$ cat config.mk
export PLATFORM = sky130hd
export DESIGN_NAME = fifo_wr_arbiter
export DESIGN_NICKNAME = d
export VERILOG_FILES = /design/src/rtl/fifo_wr_arbiter.sv
export SDC_FILE = /design/constraint.sdc
export NUM_CORES = 1
export LEC_CHECK = 0
export BUFFER_PORTS_ARGS = -buffer_cell sky130_fd_sc_hd__buf_2
export CAP_MARGIN = 40
export CORE_UTILIZATION = 48
export DETAILED_ROUTE_END_ITERATION = 6
export GPL_TIMING_DRIVEN = 0
export PLACE_DENSITY = 0.84
export SYNTH_ARGS = -nofsm -noshare
export SYNTH_HDL_FRONTEND = slang
export SYNTH_SLANG_ARGS = --single-unit
$ cat constraint.sdc
create_clock -name wr_clk -period 3.15 [get_ports wr_clk]
set_input_delay 0.63 -clock wr_clk [delete_from_list [all_inputs] [get_ports wr_clk]]
set_output_delay 0.63 -clock wr_clk [all_outputs]
set_load 0.01 [all_outputs]
$ cat src/rtl/fifo_wr_arbiter.sv
// fifo_wr_arbiter: shares the single write port of the async FIFO among
// num_req requesters. It grants round-robin in bursts of up to max_burst words,
// stalls on full and keeps a wrapping count of the writes it has issued.
module fifo_wr_arbiter #(
    parameter int data_width = 8,
    parameter int num_req    = 4,
    parameter int max_burst  = 4
) (
    input  logic                          wr_clk,
    input  logic                          wr_rst,
    input  logic [num_req-1:0]            req_valid,
    input  logic [num_req*data_width-1:0] req_data,
    input  logic [num_req-1:0]            req_last,
    output logic [num_req-1:0]            req_ready,
    input  logic                          full,
    output logic [data_width-1:0]         data_in,
    output logic                          wr_en,
    output logic [num_req-1:0]            grant,
    output logic                          busy,
    output logic [15:0]                   words_written
);

    localparam int IdxW = (num_req > 1) ? $clog2(num_req) : 1;

    typedef enum logic {
        IDLE,
        XFER
    } state_e;

    state_e                 state_q, state_d;
    logic [num_req-1:0]     grant_q, grant_d;
    logic [IdxW-1:0]        last_idx_q, last_idx_d;
    logic [3:0]             burst_cnt_q, burst_cnt_d;
    logic [15:0]            words_q, words_d;

    logic                   owner_valid;
    logic                   owner_last;
    logic                   write_fire;
    logic [data_width-1:0]  owner_data;
    logic                   found;
    logic [IdxW-1:0]        cand;

    // View of the current owner's request lines, selected by the one-hot grant
    always_comb begin
        owner_valid = |(req_valid & grant_q);
        owner_last  = |(req_last & grant_q);
        owner_data  = '0;
        for (int i = 0; i < num_req; i++) begin
            if (grant_q[i]) begin
                owner_data = owner_data | req_data[i*data_width +: data_width];
            end
        end
        write_fire = (state_q == XFER) && owner_valid && !full;
    end

    // State register; reset leaves the last owner at num_req-1 so requester 0 wins first
    always_ff @(posedge wr_clk or posedge wr_rst) begin
        if (wr_rst) begin
            state_q     <= IDLE;
            grant_q     <= '0;
            last_idx_q  <= IdxW'(num_req - 1);
            burst_cnt_q <= '0;
            words_q     <= '0;
        end else begin
            state_q     <= state_d;
            grant_q     <= grant_d;
            last_idx_q  <= last_idx_d;
            burst_cnt_q <= burst_cnt_d;
            words_q     <= words_d;
        end
    end

    // Next state: round-robin pick in IDLE, burst accounting and release in XFER
    always_comb begin
        state_d     = state_q;
        grant_d     = grant_q;
        last_idx_d  = last_idx_q;
        burst_cnt_d = burst_cnt_q;
        words_d     = words_q;
        found       = 1'b0;
        cand        = '0;
        case (state_q)
            IDLE: begin
                for (int k = 1; k <= num_req; k++) begin
                    cand = IdxW'((int'(last_idx_q) + k) % num_req);
                    if (!found && req_valid[cand]) begin
                        found       = 1'b1;
                        grant_d     = '0;
                        grant_d[cand] = 1'b1;
                        last_idx_d  = cand;
                    end
                end
                if (found) begin
                    state_d     = XFER;
                    burst_cnt_d = '0;
                end
            end
            XFER: begin
                if (write_fire) begin
                    burst_cnt_d = burst_cnt_q + 4'd1;
                    words_d     = words_q + 16'd1;
                    if (owner_last || (burst_cnt_d == 4'(max_burst))) begin
                        state_d = IDLE;
                        grant_d = '0;
                    end
                end else if (!owner_valid) begin
                    state_d = IDLE;
                    grant_d = '0;
                end
            end
            default: begin
                state_d = IDLE;
                grant_d = '0;
            end
        endcase
    end

    // Outputs: combinational from registered owner and live request/full inputs
    always_comb begin
        busy          = (state_q == XFER);
        wr_en         = write_fire;
        data_in       = write_fire ? owner_data : '0;
        req_ready     = ((state_q == XFER) && !full) ? grant_q : '0;
        grant         = grant_q;
        words_written = words_q;
    end

endmodule

Word level (Yosys, flattened, before mapping)
Index checks and enable logic that the tools add are counted.

word-level totals
  bits in registers = 27
  bits of input ports = 43
  output and inout bits = 34
  logic and storage cells = 103

cells by class
  $add $sub $neg = 6
  magnitude comparators = 8
  equal/unequal tests = 6
  mux-type cells = 50
  bitwise gates (word level) = 6
  reductions and logical operators = 22

operators with widths
  cell                                                                                  count
  4-bit two-way mux                                                                     10
  8-bit two-way mux                                                                     5
  8-bit OR                                                                              3
  1-bit two-way mux                                                                     20
  16-bit by 1-bit adder with 16-bit output (second input constant)                      1
  4-bit one-hot mux with 2 select lines                                                 2
  2-bit by 3-bit < comparator with 1-bit output (second input constant)                 4
  1-bit logical AND                                                                     10
  4-bit AND                                                                             2
  1-bit binary-select mux with 2-bit select                                             4
  1-bit demux with 2-bit select                                                         4
  2-bit by 1-bit greater-or-equal comparator with 1-bit output (second input constant)  4
  2-bit two-way mux                                                                     4
  4-bit OR reduction                                                                    2
  3-bit by 2-bit inequality test with 1-bit output (second input constant)              2
  2-bit AND reduction                                                                   3
  5-bit inequality test (second input constant)                                         1
  2-bit by 1-bit adder with 2-bit output (second input constant)                        2
  2-bit adder (second input constant)                                                   2
  4-bit by 1-bit adder with 4-bit output (second input constant)                        1
  4-bit by 3-bit equality test with 1-bit output (second input constant)                1
  1-bit zero test                                                                       4
  4-bit nonzero test                                                                    1
  3-bit AND reduction                                                                   1
  5 further kinds                                                                       5

Logic depth before layout (Yosys ltp)
Gate-level depths: netlist (run 1).

  word-level depth = 19
  gate-level depth with buffers = 9

Worst setup path before layout (run 1)
No wires, ideal clock.

  path kind = input -> output
  from = input req_valid[3]
  to = output data_in[0]
  arrival time = 1.796 ns
  setup slack = 0.724 ns
  stages on the path = 5
  buffers on the path = 2
  path through = a22o_1 o21ai_0 clkbuf_1 clkbuf_1 a21oi_1

between the ends
  word-level cells in the longest chain between the ends = 5

RTL lines
  what                            line  source
  start: declaration              11    input logic [num_req-1:0] req_valid,
  4-bit AND                       45    owner_valid = |(req_valid & grant_q);
  4-bit OR reduction              45
  1-bit logical AND (2 in a row)  53    write_fire = (state_q == XFER) && owner_valid && !full;
  8-bit two-way mux               122   data_in = write_fire ? owner_data : '0;
  end: declaration                16    output logic [data_width-1:0] data_in,

Every way passes these cells.

Final worst setup path (run 1)
Ends and elaborated chain as after synthesis.

==> results of run 1 <==
state kept, by name (all words and copies together) (netlist names):
signal	count
burst_cnt_q	4
busy	1
words_written	16
last_idx_q	2
grant	4
power groups by stage:
stage                     sequential, W  clock [W]  combinational, W
after global placement         0.000533          0          0.000936
after global routing           0.000544   0.000221           0.00108
final                          0.000533   0.000203          0.000972
after CTS                      0.000531   0.000207          0.000971
after detailed placement       0.000538          0          0.000969
after floorplan                0.000535          0          0.000715
how the worst max path moves through the flow:
stage / startpoint / to / slack, ns / cells past startpoint
after floorplan: req_valid[3] / data_in[0] / 0.72 / 5
after global placement: req_valid[3] / data_in[0] / 0.11 / 7
after detailed placement: req_valid[3] / data_in[0] / 0.11 / 7
after CTS: req_valid[3] / data_in[0] / 0.14 / 7
after global routing: req_valid[3] / data_in[0] / 0.14 / 7
final: req_valid[3] / data_in[0] / 0.27 / 7
logic make-up (layout without fill, tap and decap cells):
family | count (synthesis) | after routing | share of synthesized area [%]
AND/OR/NAND/NOR | 49 | 49 | 13.8
AO/OA/AOI/OAI | 60 | 60 | 22.7
flip-flops | 27 | 27 | 37.4
XOR/XNOR | 16 | 16 | 7.73
multiplexers | 11 | 11 | 9.18
buffers and inverters | 16 | 97 | 4.35
adder cells (fa/ha/maj) | 7 | 7 | 4.83
cell usage in the layout, fill, tap and decap left out, types with 2 or more instances in the layout:
| cell | synthesis | layout |
|---|---|---|
| clkbuf_8 | 0 | 3 |
| a21oi_1 | 13 | 13 |
| nand4_1 | 3 | 3 |
| mux2i_1 | 5 | 5 |
| nor2b_1 | 2 | 2 |
| nor2_1 | 6 | 6 |
| a21o_1 | 5 | 5 |
| a211oi_1 | 4 | 4 |
| dfstp_2 | 2 | 2 |
| a22oi_1 | 18 | 18 |
| inv_1 | 7 | 7 |
| mux4_2 | 3 | 3 |
| o21ai_0 | 8 | 8 |
| and2_1 | 6 | 6 |
| a22o_1 | 3 | 3 |
| xor2_1 | 2 | 2 |
| nand2_1 | 14 | 14 |
| clkbuf_1 | 6 | 5 |
| nor3_1 | 4 | 4 |
| nand3_1 | 6 | 6 |
| xnor2_1 | 14 | 14 |
| a221oi_1 | 4 | 4 |
| buf_2 | 0 | 76 |
| buf_6 | 2 | 2 |
| and3_1 | 3 | 3 |
| dfrtp_1 | 25 | 25 |
| ha_1 | 7 | 7 |
| nor4_1 | 2 | 2 |
what timing repair did:
item	in CTS	in global routing
gates resized for setup	0	2
buffers inserted	0	0
endpoints found under the setup margin	0	2
Yosys cell counts (all sizes together), types with 5 or more instances:
cell | count | area [sq um]
a21o | 5 | 37.5
nand2 | 14 | 52.6
inv | 7 | 26.3
mux2i | 5 | 50.1
nor2 | 6 | 22.5
a21oi | 13 | 65.1
and2 | 6 | 37.5
a22oi | 18 | 135
nand3 | 6 | 30.0
clkbuf | 6 | 22.5
xnor2 | 14 | 123
ha | 7 | 87.6
o21ai | 8 | 40.0
dfrtp | 25 | 626
stage by stage:
step                      power, W  worst slack (ns)
after CTS                  0.00171             0.142
after floorplan            0.00125             0.724
after detailed placement   0.00151             0.109
final                      0.00171             0.268
after global routing       0.00185             0.138
after global placement     0.00147             0.115
worst register-to-register path, stage by stage (launching register included):
cell and delay, ns:
dfstp_2 0.56, buf_6 0.14, inv_1 0.08, ha_1 0.36, mux4_2 0.38, or2_4 0.28, a221oi_1 0.25, a211oi_1 0.08
a21o_1 0.17
routing by layer:
metal / wire [um] / vias up
met5: 0 / -
met4: 55 / 0
met1: 1980 / 825
met2: 2210 / 83
met3: 342 / 5
li1: - / 858
area by class of cell:
class                           instances  area (sq um)
Fill cell                             281          1140
Inverter                                7          26.3
Multi-Input combinational cell        143          1060
Buffer                                  9          53.8
Clock inverter                          1          7.51
Clock buffer                            3          41.3
Timing Repair Buffer                   77           408
Tap cell                               46          57.6
Sequential cell                        27           678
==> metrics.md, run 1 <==
| Metric | Value |
|---|---|
| Status | `complete, no violations` |
| Final worst-path cycle share | `91.5%` |
| Antenna violations before repair | `0` |
| RR Startpoint | `last_idx_q[0]` |
| Via count | `1,771` |
| GR Util met2 | `a little over two fifths` |
| Setup crit end kind | `output pin` |
| Switch Pwr | `0.000735 W` |
| WP data required | `2.52 ns` |
| H-tree levels | `1` |
| Die ar. | `4030 sq um` |
| Most common cell on crit path | `buf_2` |
| Core Area | `~3500 sq um` |
| Initial core utilization | `52.3%` |
| Crit-path leading delay family | `buffers and inverters` |
| EDFF count, synth | `0` |
| Antenna Nets Post-Route | `0` |
| Port Buffers | `76` |
| Pin count of the biggest net entering global routing | `22` |
| First-pass GRT wire length | `7540 um` |
| Worst r2r path cells | `8` |
| Worst-Skew Late Latency | `0.27 ns` |
| WP buf/inv | `4` |
| Sequential fraction of the synthesis area | `approximately 37%` |
| Row cnt | `21` |
| Critical Path Start Type | `input port` |
| CTS tree | `built` |
| Clock sinks | `27` |
| Relative slew slack | `56.3%` |
| Setup_tns | `0 ns` |
| Reg power frac | `between 30% and 40%` |
| Die Y | `63.5 um` |
| Vias per cell | `5.66` |
| R2R Setup Slk | `0.74 ns` |
| Comb pwr share | `56.9%` |
| Final number of hold-violating endpoints | `0` |
| Post-synthesis cell area | `roughly 1800 sq um` |
| Number of nets in the layout | `318` |
| Slew Viols, Final | `0` |
| DRT iter0 DRCs | `61` |
| Chain of cells forming the critical path | `buf_2, a22o_1, o21ai_0, clkbuf_1, clkbuf_2, a21oi_1, buf_2` |
| Clock Power Share | `11.9%` |
| #FFs+latches synth | `27` |
| Ys Warns | `0` |
| Drt first pass iters | `6` |
| Max Root-Sink Buffers | `2` |
| GR Layer Usage met1 | `30.0%` |
| Max incr delay on CP | `0.38 ns` |
| Internal power | `around 0.00097 W` |
| Avg WL per Cell | `14.6 um` |
| CTS Hold Bufs | `0` |
| Tmin final | `2.88 ns` |
| Num CTS Buffers | `3` |
| Kind of critical path | `input port to output pin` |
| Hold Slack | `0.306 ns` |
| Final Util | `67.1%` |
| Clk Tree Root Cell | `clkbuf_8` |
| Reg clk slew, reported paths | `0.10 ns` |
| Final setup fails | `0` |
| Top FF cell, synth | `dfrtp_1` |
| Fmax achieved | `about 350 MHz` |
| FF-to-FF End | `grant[2]` |
| Syn nets | `around 240` |
| Worst-margin pin slew | `0.650 ns` |
| Area grow syn2layout | `28.4%` |
| Crit path DAT | `2.25 ns` |
| Met3 layer usage reported by global route | `under 10%` |
| Grt total ovfl | `0` |
| Total Routing Usage GR | `24.1%` |
| Syn Area/Cell | `9.75 sq um` |
| Post-detail-place hpwl | `3630 um` |
| CP max stage cell | `clkbuf_1` |
| MaxCap Viol Count | `0` |
| DRC | `0` |
| Cells after DPL | `309` |
| Max Clock Skew | `0.00382 ns` |
| Peak supply drop | `450 uV` |
| Mapped Cells | `186` |
| Filler-free cell count of the finished design | `313` |
| Lkg Pwr | `roughly 1.2 nW` |
| HP Class | `input port to asynchronous set/reset pin` |
| Power per Cell Area | `about 730 nW/um^2` |
| Sw Ratio | `~43%` |
| WL final | `4590 um` |
| GPL Wtd Cong | `0.835` |
| Worst-path maximum fanout | `10` |
| Area post-placement | `roughly 2300 sq um` |
| RSZ-0062 raised after global routing | `no` |
| GRT Max-Usage Layer | `met2` |
| Synth unique cells | `38` |
| Boundary pin count | `77` |
| Vias in the first global route | `1,622` |
| Post-synth ARST share | `between 90% and 100%` |
| Die X | `63.5 um` |
| Post-route design area | `2330 sq um` |
| Diodes inserted | `0` |
| Layout cells sized above 1 | `roughly a third` |
No activity file was read; power rests on OpenSTA's default activity.
==> run 2, diff against run 1 <==
--- a/config.mk
+++ b/config.mk
@@ -10,7 +10,7 @@
 export CORE_UTILIZATION = 48
 export DETAILED_ROUTE_END_ITERATION = 6
 export GPL_TIMING_DRIVEN = 0
-export PLACE_DENSITY = 0.84
+export PLACE_DENSITY = 0.79
 export SYNTH_ARGS = -nofsm -noshare
 export SYNTH_HDL_FRONTEND = slang
 export SYNTH_SLANG_ARGS = --single-unit
==> metrics.md, run 2 (synthesis results as in run 1) <==
| Metric | Value |
|---|---|
| Status | `complete, no violations` |
| Final worst-path cycle share | `a little over nine tenths` |
| Relative slew slack | `between 50% and 60%` |
| Antenna violations before repair | `0` |
| GR Layer Usage met1 | `30.4%` |
| Clock sinks | `27` |
| Row cnt | `21` |
| HP Class | `input port to asynchronous set/reset pin` |
| Worst-path maximum fanout | `10` |
| Peak supply drop | `424 uV` |
| Boundary pin count | `between 70 and 80` |
| First-pass GRT wire length | `7600 um` |
| Reg clk slew, reported paths | `0.09 ns` |
| Tmin final | `2.99 ns` |
| Clk Tree Root Cell | `clkbuf_8` |
| Worst-Skew Late Latency | `0.27 ns` |
| GPL Wtd Cong | `0.944` |
| Layout cells sized above 1 | `between 30% and 40%` |
| Initial core utilization | `a little over half` |
| Setup_tns | `0 ns` |
| Met3 layer usage reported by global route | `3.62%` |
| Vias per cell | `5.62` |
| Fmax achieved | `335 MHz` |
| Die X | `63.5 um` |
| Max Root-Sink Buffers | `2` |
| Grt total ovfl | `0` |
| Post-detail-place hpwl | `3610 um` |
| CTS Hold Bufs | `0` |
| GR Util met2 | `a little over two fifths` |
| DRT iter0 DRCs | `54` |
| Num CTS Buffers | `3` |
| Critical Path Start Type | `input port` |
| Core Area | `3470 sq um` |
| Commonest non-fill, non-tap cell in the layout | `buf_2` |
| Die Y | `63.5 um` |
| CP Launch Point | `req_valid[3]` |
| Port Buffers | `76` |
| Drt first pass iters | `4` |
| Vias in the first global route | `between 1,500 and 2,000` |
| Crit path DAT | `2.36 ns` |
| MaxCap Viol Count | `0` |
| Filler-free cell count of the finished design | `313` |
| H-tree levels | `1` |
| Power per Cell Area | `roughly 730 nW/um^2` |
| RR Startpoint | `last_idx_q[0]` |
| Cells after DPL | `309` |
| Slew Viols, Final | `0` |
| GRT Max-Usage Layer | `met2` |
| Kind of critical path | `input port to output pin` |
| Total Routing Usage GR | `23.8%` |
| Area grow syn2layout | `28.2%` |
| Number of nets in the layout | `318` |
| Most frequent cells in the layout | `buf_2, dfrtp_1, a22oi_1, nand2_1, xnor2_1` |
| Diodes inserted | `0` |
| Max FFs per register | `16` |
| Post-CTS Setup Inserts | `0` |
| Antenna Nets Post-Route | `0` |
| Via count | `1,759` |
| Fillcell total | `298` |
| Avg WL per Cell | `14.7 um` |
| DRC | `0` |
| Final setup fails | `0` |
| Destination of the critical timing path | `data_in[1]` |
| Worst-margin pin slew | `0.632 ns` |
| Worst r2r path cells | `8` |
| R2R Setup Slk | `0.74 ns` |
| RSZ-0062 raised after global routing | `no` |
| Post-CTS resize count | `0` |
| Pin count of the biggest net entering global routing | `22` |
| WL final | `4600 um` |
| Final number of hold-violating endpoints | `0` |
| Setup crit end kind | `output pin` |
| Lkg Pwr | `1.18 nW` |
| Max Clock Skew | `0.000929 ns` |
| Die ar. | `~4000 sq um` |
| FF-to-FF End | `grant[1]` |
| CTS tree | `built` |
| WP data required | `2.52 ns` |
==> run 2: cell count changes in the layout (fill, tap and decap cells not counted), sizes merged <==
cell      previous run  this run
clkinv               0         1
clkinvlp             1         0
==> run 2: layer usage <==
metal	share of wire [%]	up-vias
li1	-	862
met1	44	821
met2	49	72
met3	6.8	4
met4	0.46	0
met5	0	-
==> run 2: layout make-up <==
| cell class | count | area, sq um | area share (%) |
|---|---|---|---|
| Sequential cell | 27 | 678 | 29.2 |
| Multi-Input combinational cell | 143 | 1060 | 45.4 |
| Clock inverter | 1 | 5.00 | 0.215 |
| Timing Repair Buffer | 77 | 408 | 17.5 |
| Clock buffer | 3 | 41.3 | 1.78 |
| Inverter | 7 | 26.3 | 1.13 |
| Tap cell | 46 | 57.6 | 2.48 |
| Buffer | 9 | 52.6 | 2.26 |
==> run 2: through the flow <==
stage / util (%) / total power, W / hold slack (ns) / cell area, sq um / setup slack [ns]
6_report: 67.0 / 0.00170 / 0.296 / 2320 / 0.162
5_1_grt: 67.0 / 0.00184 / 0.320 / 2320 / 0.0121
4_1_cts: 67.0 / 0.00171 / 0.306 / 2320 / 0.175
3_5_place_dp: 65.7 / 0.00151 / 0.458 / 2280 / 0.211
3_3_place_gp: 64.9 / 0.00148 / 0.454 / 2250 / 0.199
2_1_floorplan: - / 0.00125 / 0.507 / 1810 / 0.724
==> run 2: worst max-delay path: stages <==
cell,delay [ns]
buf_2,0.13
a22o_1,0.24
o21ai_0,0.29
clkbuf_1,0.40
clkbuf_1,0.41
a21oi_1,0.09
buf_2,0.16
==> run 2: how the worst min path moves through the flow <==
stage	from	to	slack, ns	depth (start not counted)
2_1_floorplan	words_written[15]	words_written[15]	0.51	1
3_5_place_dp	words_written[15]	words_written[15]	0.46	1
3_3_place_gp	words_written[15]	words_written[15]	0.45	1
4_1_cts	wr_rst	words_written[7]	0.31	2
6_report	wr_rst	words_written[7]	0.30	2
5_1_grt	wr_rst	words_written[12]	0.32	2
==> run 2: where the power goes <==
part	internal (W)	total, W	switching (W)
logic	0.000451	0.000974	0.000523
clock network	0.0000887	0.000197	0.000108
registers	0.000433	0.000530	0.0000965
